File: config.mk
export PLATFORM = sky130hd
export DESIGN_NAME = movement_encoder
export DESIGN_NICKNAME = d
export VERILOG_FILES = /design/src/rtl/snake_pkg.sv /design/src/rtl/mv_scancode_lut.sv /design/src/rtl/movement_encoder.sv
export SDC_FILE = /design/constraint.sdc
export NUM_CORES = 1
export LEC_CHECK = 0
export BUFFER_PORTS_ARGS = -buffer_cell sky130_fd_sc_hd__buf_2
export CAP_MARGIN = 20
export CELL_PAD_IN_SITES_DETAIL_PLACEMENT = 0
export CELL_PAD_IN_SITES_GLOBAL_PLACEMENT = 1
export CORE_MARGIN = 1.5
export CORE_UTILIZATION = 35
export DETAILED_ROUTE_END_ITERATION = 8
export GPL_TIMING_DRIVEN = 0
export PLACE_DENSITY_LB_ADDON = 0.1
export SLEW_MARGIN = 20
export SYNTH_ARGS = -nofsm -noshare
export SYNTH_HDL_FRONTEND = slang
export SYNTH_SLANG_ARGS = --single-unit
export TNS_END_PERCENT = 30
File: constraint.sdc
create_clock -name clk -period 4.1 [get_ports clk]
set_input_delay 0.615 -clock clk [delete_from_list [all_inputs] [get_ports clk]]
set_output_delay 0.615 -clock clk [all_outputs]
set_load 0.01 [all_outputs]
File: src/rtl/snake_pkg.sv
// Shared Snake definitions: movement encodings, PS/2 Set-2 scancodes and
// the movement_encoder FSM state type.
package snake_pkg;

  localparam int unsigned MV_W   = 3;
  localparam int unsigned BYTE_W = 8;
  localparam int unsigned KC_W   = 32;

  localparam logic [MV_W-1:0] MV_RIGHT = 3'b000;
  localparam logic [MV_W-1:0] MV_UP    = 3'b001;
  localparam logic [MV_W-1:0] MV_LEFT  = 3'b010;
  localparam logic [MV_W-1:0] MV_DOWN  = 3'b011;

  localparam logic [BYTE_W-1:0] SC_EXT   = 8'hE0;
  localparam logic [BYTE_W-1:0] SC_BREAK = 8'hF0;
  localparam logic [BYTE_W-1:0] SC_RIGHT = 8'h74;
  localparam logic [BYTE_W-1:0] SC_UP    = 8'h75;
  localparam logic [BYTE_W-1:0] SC_LEFT  = 8'h6B;
  localparam logic [BYTE_W-1:0] SC_DOWN  = 8'h72;

  typedef enum logic [2:0] {
    IDLE    = 3'd0,
    MK_E0   = 3'd1,
    MK_CODE = 3'd2,
    BR_E0   = 3'd3,
    BR_F0   = 3'd4,
    BR_CODE = 3'd5
  } enc_state_e;

endpackage

File: src/rtl/mv_scancode_lut.sv
// Combinational map from a movement command to its arrow-key scancode.
module mv_scancode_lut
  import snake_pkg::*;
(
  input  logic [MV_W-1:0]   movement_i,
  output logic              legal_c_o,
  output logic [BYTE_W-1:0] code_c_o
);

  // Decode the four legal movements; anything with bit 2 set is illegal.
  always_comb begin
    legal_c_o = 1'b1;
    code_c_o  = 8'h00;
    case (movement_i)
      MV_RIGHT: code_c_o = SC_RIGHT;
      MV_UP:    code_c_o = SC_UP;
      MV_LEFT:  code_c_o = SC_LEFT;
      MV_DOWN:  code_c_o = SC_DOWN;
      default: begin
        legal_c_o = 1'b0;
        code_c_o  = 8'h00;
      end
    endcase
  end

endmodule

File: src/rtl/movement_encoder.sv
// Movement command to PS/2 Set-2 extended arrow-key byte stream.
// Macro SCAN_BREAK_EN: when defined, each command emits make + break
// (E0 code E0 F0 code); otherwise make only (E0 code).
module movement_encoder
  import snake_pkg::*;
(
  input  logic              clk,
  input  logic              rst_n,
  input  logic              mv_valid,
  output logic              mv_ready,
  input  logic [MV_W-1:0]   movement,
  output logic              byte_valid,
  input  logic              byte_ready,
  output logic [BYTE_W-1:0] byte_data,
  output logic [KC_W-1:0]   keycode,
  output logic              err
);

  enc_state_e        state_q, state_d;
  logic [BYTE_W-1:0] code_q, code_d;
  logic              mv_ready_q, mv_ready_d;
  logic              byte_valid_q, byte_valid_d;
  logic [BYTE_W-1:0] byte_data_q, byte_data_d;
  logic [KC_W-1:0]   keycode_q, keycode_d;
  logic              err_q, err_d;

  logic              lut_legal;
  logic [BYTE_W-1:0] lut_code;
  logic              hs;

  mv_scancode_lut u_lut (
    .movement_i (movement),
    .legal_c_o  (lut_legal),
    .code_c_o   (lut_code)
  );

  assign hs = byte_valid_q & byte_ready;

  // Next state, latched code, history shift and next registered outputs.
  always_comb begin
    state_d   = state_q;
    code_d    = code_q;
    keycode_d = keycode_q;
    err_d     = 1'b0;

    if (hs) begin
      keycode_d = {keycode_q[KC_W-BYTE_W-1:0], byte_data_q};
    end

    case (state_q)
      IDLE: begin
        if (mv_valid) begin
          if (lut_legal) begin
            code_d  = lut_code;
            state_d = MK_E0;
          end else begin
            err_d = 1'b1;
          end
        end
      end
      MK_E0: begin
        if (hs) state_d = MK_CODE;
      end
`ifdef SCAN_BREAK_EN
      MK_CODE: begin
        if (hs) state_d = BR_E0;
      end
      BR_E0: begin
        if (hs) state_d = BR_F0;
      end
      BR_F0: begin
        if (hs) state_d = BR_CODE;
      end
      BR_CODE: begin
        if (hs) state_d = IDLE;
      end
`else
      MK_CODE: begin
        if (hs) state_d = IDLE;
      end
`endif
      default: state_d = IDLE;
    endcase

    mv_ready_d   = (state_d == IDLE);
    byte_valid_d = (state_d != IDLE);
    case (state_d)
      MK_E0:   byte_data_d = SC_EXT;
      MK_CODE: byte_data_d = code_d;
      BR_E0:   byte_data_d = SC_EXT;
      BR_F0:   byte_data_d = SC_BREAK;
      BR_CODE: byte_data_d = code_d;
      default: byte_data_d = 8'h00;
    endcase
  end

  // State and output registers; reset aborts any sequence in flight.
  always_ff @(posedge clk or negedge rst_n) begin
    if (!rst_n) begin
      state_q      <= IDLE;
      code_q       <= 8'h00;
      mv_ready_q   <= 1'b1;
      byte_valid_q <= 1'b0;
      byte_data_q  <= 8'h00;
      keycode_q    <= 32'h0000_0000;
      err_q        <= 1'b0;
    end else begin
      state_q      <= state_d;
      code_q       <= code_d;
      mv_ready_q   <= mv_ready_d;
      byte_valid_q <= byte_valid_d;
      byte_data_q  <= byte_data_d;
      keycode_q    <= keycode_d;
      err_q        <= err_d;
    end
  end

  assign mv_ready   = mv_ready_q;
  assign byte_valid = byte_valid_q;
  assign byte_data  = byte_data_q;
  assign keycode    = keycode_q;
  assign err        = err_q;

endmodule

==> results.yml, run 1 <==
layout:
  diodes: 0
  post_route_cells_drive_above_1_share: 0.505
  final-seq-area_um2: 1350
  final_cells: 266
  fillers: 548
  area_growth_pct: 20.9
  final_nets: 200
  multi_input_area_um2: 643
clock_tree:
  cts-root-buf: "clkbuf_8"
  clock-sinks: 54
  post_cts_buffers: 0
  clk_latency_ps: 300
  clkTransAtPathRegs_ps: 90
  cts_buffers: 5
  cts.repair.resized: 0
  htree_levels: 2
  hold_buffers: 0
  clk_path_buf_depth: 2
  cts_tree: "done"
detailed_routing:
  remaining_drc_errors: 0
  drtAntennaViolNets: 0
  initialDrtViolationCount: 11
  firstDrtPassIters: 4
  dr_total_vias: 1210
  via_per_inst: 4.55
  drt_wl_total_um: 3510
  wl_per_cell_um: 13.2
sta:
  period_share: 0.403
  worst_slew_pin_slew_ps: 655
  relSlewSlack: 0.563
  hold_viol: 0
  min_period_ps: 1650
  setup_tns_ps: 0
  finalSetupViolCount: 0
  rsz0062_at_grt: "false"
  clock_skew_ps: 10.4
  maxSlewViolCount: 0
  fmax_ghz: 0.605
floorplanning:
  die_w_um: 79.1
  die-area_um2: 6260
  core-area_um2: 5540
  ios: 50
  start_util: 0.366
  rows: 27
  die_h_um: 79.1
placement:
  place_inst: 258
  portBuffers: 49
  dp_hpwl_um: 2520
  place_congestion: 0.746
setup_path:
  critical_path_class: "register to register"
  max_stage_delay_ps: 400
  crit_arrival_ps: 1850
  cp_cell_sequence: "nand2_1 -> clkbuf_1 -> buf_2 -> mux2_2"
  critPathSlowestCell: "dfrtp_1"
  crit_required_ps: 4300
  rr_worst_depth: 4
  crit_family: "buffers and inverters"
  worst-path-max-fanout: 10
  r2r-end: "keycode[28]$_DFFE_PN0P_"
  start_kind: "register"
  crit_buf_inv: 2
  rr_startpoint: "byte_valid$_DFF_PN0_"
  crit_path_end_kind: "register"
  r2r_setup_slack_ps: 2450
pwr:
  power.leakage_nw: 1.33
  fin_total_pwr_w: 0.00112
  ir_drop_v: 0.000205
  cellPowerDensity_nw_per_um2: 457
logic_synthesis:
  synth_edf_count: 0
  avgSynthCellArea_um2: 14.8
  synth.top_cells.by_area: "dfrtp_1, mux2_2, dfstp_2"
  synth_commonest_cells: "dfrtp_1, mux2_2, a21oi_1, nand2_1"
  yosysMostFrequentCell: "dfrtp_1"
  yosysWarningCount: 0
  syn_area_um2: 2030
  syn-num-nets: 144
  postSynthCellCount: 137
  yosysTopAreaCell: "dfrtp_1"
  ys_ff_latch: 54
  async_reset_ff_frac: 1.00
  yosysUniqueCellTypes: 28
  synth_top_cell_area_share: 0.654
  ys_seq_area_frac: 0.667
  ys.flop_type: "dfrtp_1"
global_routing:
  grt_max_degree: 55
  grt_pass1_wl_um: 5780
  grt_usage: 0.122
  grt_pass1_vias: 1192
  grt-ovfl-total: 0
  antenna_found_initial: 0
run:
  max-cap-violations: 0
worst_hold_path:
  min_path_type: "input pin to asynchronous set/reset pin"
outcome:
  status: "completed"
-- worst max-delay path by stage --
stage	startpoint	endpoint	slack [ps]	cells past startpoint
floorplan	byte_ready	keycode[0]$_DFFE_PN0P_	2450	4
global placement	byte_ready	keycode[0]$_DFFE_PN0P_	2130	5
finish	byte_valid$_DFF_PN0_	keycode[28]$_DFFE_PN0P_	2450	4
CTS	byte_valid$_DFF_PN0_	keycode[31]$_DFFE_PN0P_	2400	4
global route	byte_valid$_DFF_PN0_	keycode[0]$_DFFE_PN0P_	2300	4
detailed placement	byte_ready	keycode[31]$_DFFE_PN0P_	2080	5
-- registers in the layout, summed over array words and instances (netlist names) --
name and flops:
byte_data 8, byte_valid 1, code_q 8, err 1, keycode 32, mv_ready 1
state_q 3
-- layout by cell type (no fill, tap or decap), types with 2 or more instances in the layout --
cell type	synthesis	layout
and2b_1	2	2
o21a_1	2	2
dfrtp_1	53	53
nor2_1	4	4
o21ai_0	4	4
clkbuf_1	1	2
nand2_1	5	5
inv_1	2	2
mux2_2	33	33
clkbuf_8	0	5
and2_1	3	3
nand2b_1	3	3
a21oi_1	5	5
buf_2	4	52
nor2b_1	2	2
-- where the power goes --
part	switching, W	leakage [nW]	internal [W]
Clock	0.000167	0.0452	0.000121
Sequential	0.0000389	0.715	0.000601
Combinational	0.0000949	0.570	0.0000967
Total	0.000301	1.33	0.000819
-- cell type report --
type	instances	area share
plain buffers	5	0.00970
clock buffers	6	0.0296
clock inverters	2	0.00562
inverters	2	0.00306
multi-input cells	76	0.262
flip-flops and latches	54	0.552
well taps	72	0.0368
repair buffers	49	0.101
-- worst reg2reg max path: stages, from the launching register on --
cell and delay [ps]:
dfrtp_1 400, nand2_1 90, clkbuf_1 340, buf_2 350
mux2_2 370
-- metrics by stage --
step	worst slack [ps]	utilization	hold slack [ps]	instance area (um^2)
6_report	2450	0.442	340	2450
5_1_grt	2300	0.442	365	2450
2_1_floorplan	2450	-	319	2030
3_3_place_gp	2130	0.426	447	2360
3_5_place_dp	2080	0.427	453	2360
4_1_cts	2400	0.442	353	2450
-- routing by layer --
metal  wire length, um  vias to the layer above  global-route usage
met5                 0                        -                   0
met4                53                        0              0.0526
met3               196                        5              0.0368
met2              1680                       35               0.199
met1              1590                      586               0.148
li1                  -                      584                   -
-- cell families after synthesis --
family,after synthesis,share of synthesized area
compound gates,14,0.0414
buf+inv,7,0.0154
flops,54,0.667
simple gates,27,0.0864
xor+xnor,1,0.00432
mux,33,0.183
other cells,1,0.00185
(Power assumes the default switching activity.)
==> run 2, diff against run 1 <==
==> constraint.sdc (replaced) <==
create_clock -name clk -period 1.5 [get_ports clk]
set_input_delay 0.225 -clock clk [delete_from_list [all_inputs] [get_ports clk]]
set_output_delay 0.225 -clock clk [all_outputs]
set_load 0.01 [all_outputs]
==> run 2 against run 1 <==
Against the previous run: hold slack got worse by 110 ps; critical path depth decreased by 1; routed wire length increased by 2.4%; clock skew about the same; utilization increased by 1.1 points; fmax increased by 4.8%; register-to-register slack got worse by 2500 ps; critical endpoint is now byte_data[2]$_DFF_PN0_; critical path type unchanged; flip-flop and latch count unchanged; the flow now finishes with violations (setup timing); power increased to 2.8 times the previous value; combinational power increased to 2.8 times the previous value; via count increased by 1.6%.
==> results.yml, run 2 (same netlist as run 1, synthesis figures left out) <==
outcome:
  status: "finished, violations left"
  violations: "setup timing"
sta:
  setup_tns_ps: -298
  clock_skew_ps: 10.1
  finalSetupViolCount: 8
  rsz0062_at_grt: "true"
  period_share: 1.05
  fmax_ghz: 0.635
  relSlewSlack: 0.561
  worst_slew_pin_slew_ps: 658
  min_period_ps: 1580
  worst_slack_ps: -75.4
  maxSlewViolCount: 0
  hold_viol: 0
floorplanning:
  die_h_um: 79.1
  die-area_um2: 6260
  start_util: 0.366
  ios: 50
  core-area_um2: 5540
  rows: 27
  die_w_um: 79.1
clock_tree:
  cts_buffers: 5
  clkTransAtPathRegs_ps: 90
  htree_levels: 2
  clk_path_buf_depth: 2
  clk_latency_ps: 300
  cts-root-buf: "clkbuf_8"
  cts_tree: "done"
  clock-sinks: 54
placement:
  portBuffers: 49
  place_congestion: 0.746
  dp_hpwl_um: 2520
  place_area_um2: 2360
  place_inst: 258
setup_path:
  start_kind: "register"
  crit_path_end_kind: "register"
  critPathSlowestCell: "or4b_4"
  r2r_setup_slack_ps: -80
  r2r-end: "byte_data[2]$_DFF_PN0_"
  rr_worst_depth: 3
  crit_arrival_ps: 1810
  rr_startpoint: "state_q[2]$_DFF_PN0_"
  crit_required_ps: 1740
  crit_path_start: "state_q[2]$_DFF_PN0_"
  worst-path-max-fanout: 3
  critical_path_class: "register to register"
  max_stage_delay_ps: 570
  cp_cell_sequence: "or4b_4 -> or3_1 -> a21oi_2"
worst_hold_path:
  hold_path_depth: 2
  min_from: "movement[1]"
  hold_end: "code_q[1]$_DFF_PN0_"
  min_path_type: "input pin to register"
layout:
  fin_area_um2: 2510
  diodes: 0
  fillers: 545
  final_cells: 270
  mostFrequentLayoutCell: "dfrtp_1"
  final_nets: 204
  final-seq-area_um2: 1350
  area_growth_pct: 23.9
  final_util: 0.453
  multi_input_area_um2: 663
  final_cell_mix: "dfrtp_1, buf_2, mux2_2"
  largest_reg_flops: 32
  post_route_cells_drive_above_1_share: 0.540
detailed_routing:
  initialDrtViolationCount: 18
  drtAntennaViolNets: 0
  via_per_inst: 4.55
  firstDrtPassIters: 4
  dr_total_vias: 1229
  drt_wl_total_um: 3600
  remaining_drc_errors: 0
  wl_per_cell_um: 13.3
pwr:
  ir_drop_v: 0.000558
  power.leakage_nw: 1.36
  cellPowerDensity_nw_per_um2: 1230
global_routing:
  grt-ovfl-total: 0
  antenna_found_initial: 0
  grt_max_degree: 55
  grt_pass1_wl_um: 5910
  grt_usage: 0.124
  grt_pass1_vias: 1229
run:
  max-cap-violations: 0
-- run 2: cell count changes in the layout (fill, tap and decap cells not counted), sizes merged --
| cell | previous run | this run |
|---|---|---|
| dlygate4sd3 | 0 | 1 |
| buf | 53 | 57 |
| clkbuf | 7 | 6 |
-- run 2: timing repair --
action,4_1_cts,5_1_grt
hold buffers,1,0
setup buffers,4,0
gates resized for setup,5,2
hold endpoints to repair,53,0
endpoints found under the setup margin,37,9
pin swaps,3,2
-- run 2: stage by stage --
| step | setup slack [ps] | hold WS [ps] | power, W |
|---|---|---|---|
| floorplan | 24.5 | -70.6 | 0.00206 |
| global placement | -139 | 447 | 0.00230 |
| global route | -130 | 219 | 0.00326 |
| CTS | -104 | 213 | 0.00313 |
| detailed placement | -196 | 306 | 0.00232 |
| finish | -75.4 | 229 | 0.00308 |
-- run 2: worst max-delay path: cells and delay by family, from the launching register on --
family | cells | cell delay [ps]
flip-flops | 1 | 440
AND/OR/NAND/NOR | 2 | 940
AO/OA/AOI/OAI | 1 | 140
-- run 2: per-layer routing --
| layer | routed length [um] | vias to the layer above | GRT usage |
|---|---|---|---|
| met5 | 0 | - | 0 |
| met3 | 190 | 5 | 0.0356 |
| met1 | 1610 | 600 | 0.148 |
| met2 | 1740 | 35 | 0.209 |
| met4 | 53 | 0 | 0.0526 |
| li1 | - | 589 | - |
-- run 2: how the worst max path moves through the flow --
| stage | end | slack (ps) |
|---|---|---|
| CTS | byte_data[3]$_DFF_PN0_ | -100 |
| finish | byte_data[2]$_DFF_PN0_ | -80 |
| floorplan | keycode[0]$_DFFE_PN0P_ | 20 |
| global route | byte_data[3]$_DFF_PN0_ | -130 |
| detailed placement | keycode[31]$_DFFE_PN0P_ | -200 |
| global placement | keycode[0]$_DFFE_PN0P_ | -140 |
-- run 2: layout make-up --
| type | count | area share |
|---|---|---|
| well taps | 72 | 0.0359 |
| repair buffers | 54 | 0.115 |
| clock buffers | 6 | 0.0289 |
| clock inverters | 2 | 0.00548 |
| plain buffers | 4 | 0.00897 |
| inverters | 2 | 0.00299 |
| multi-input cells | 76 | 0.264 |
| flip-flops and latches | 54 | 0.539 |
-- run 2: power by group --
group / internal, W / leakage [nW] / switching, W
registers: 0.00164 / 0.714 / 0.000107
clock network: 0.000330 / 0.0452 / 0.000457
logic: 0.000276 / 0.598 / 0.000267
total: 0.00225 / 1.36 / 0.000831
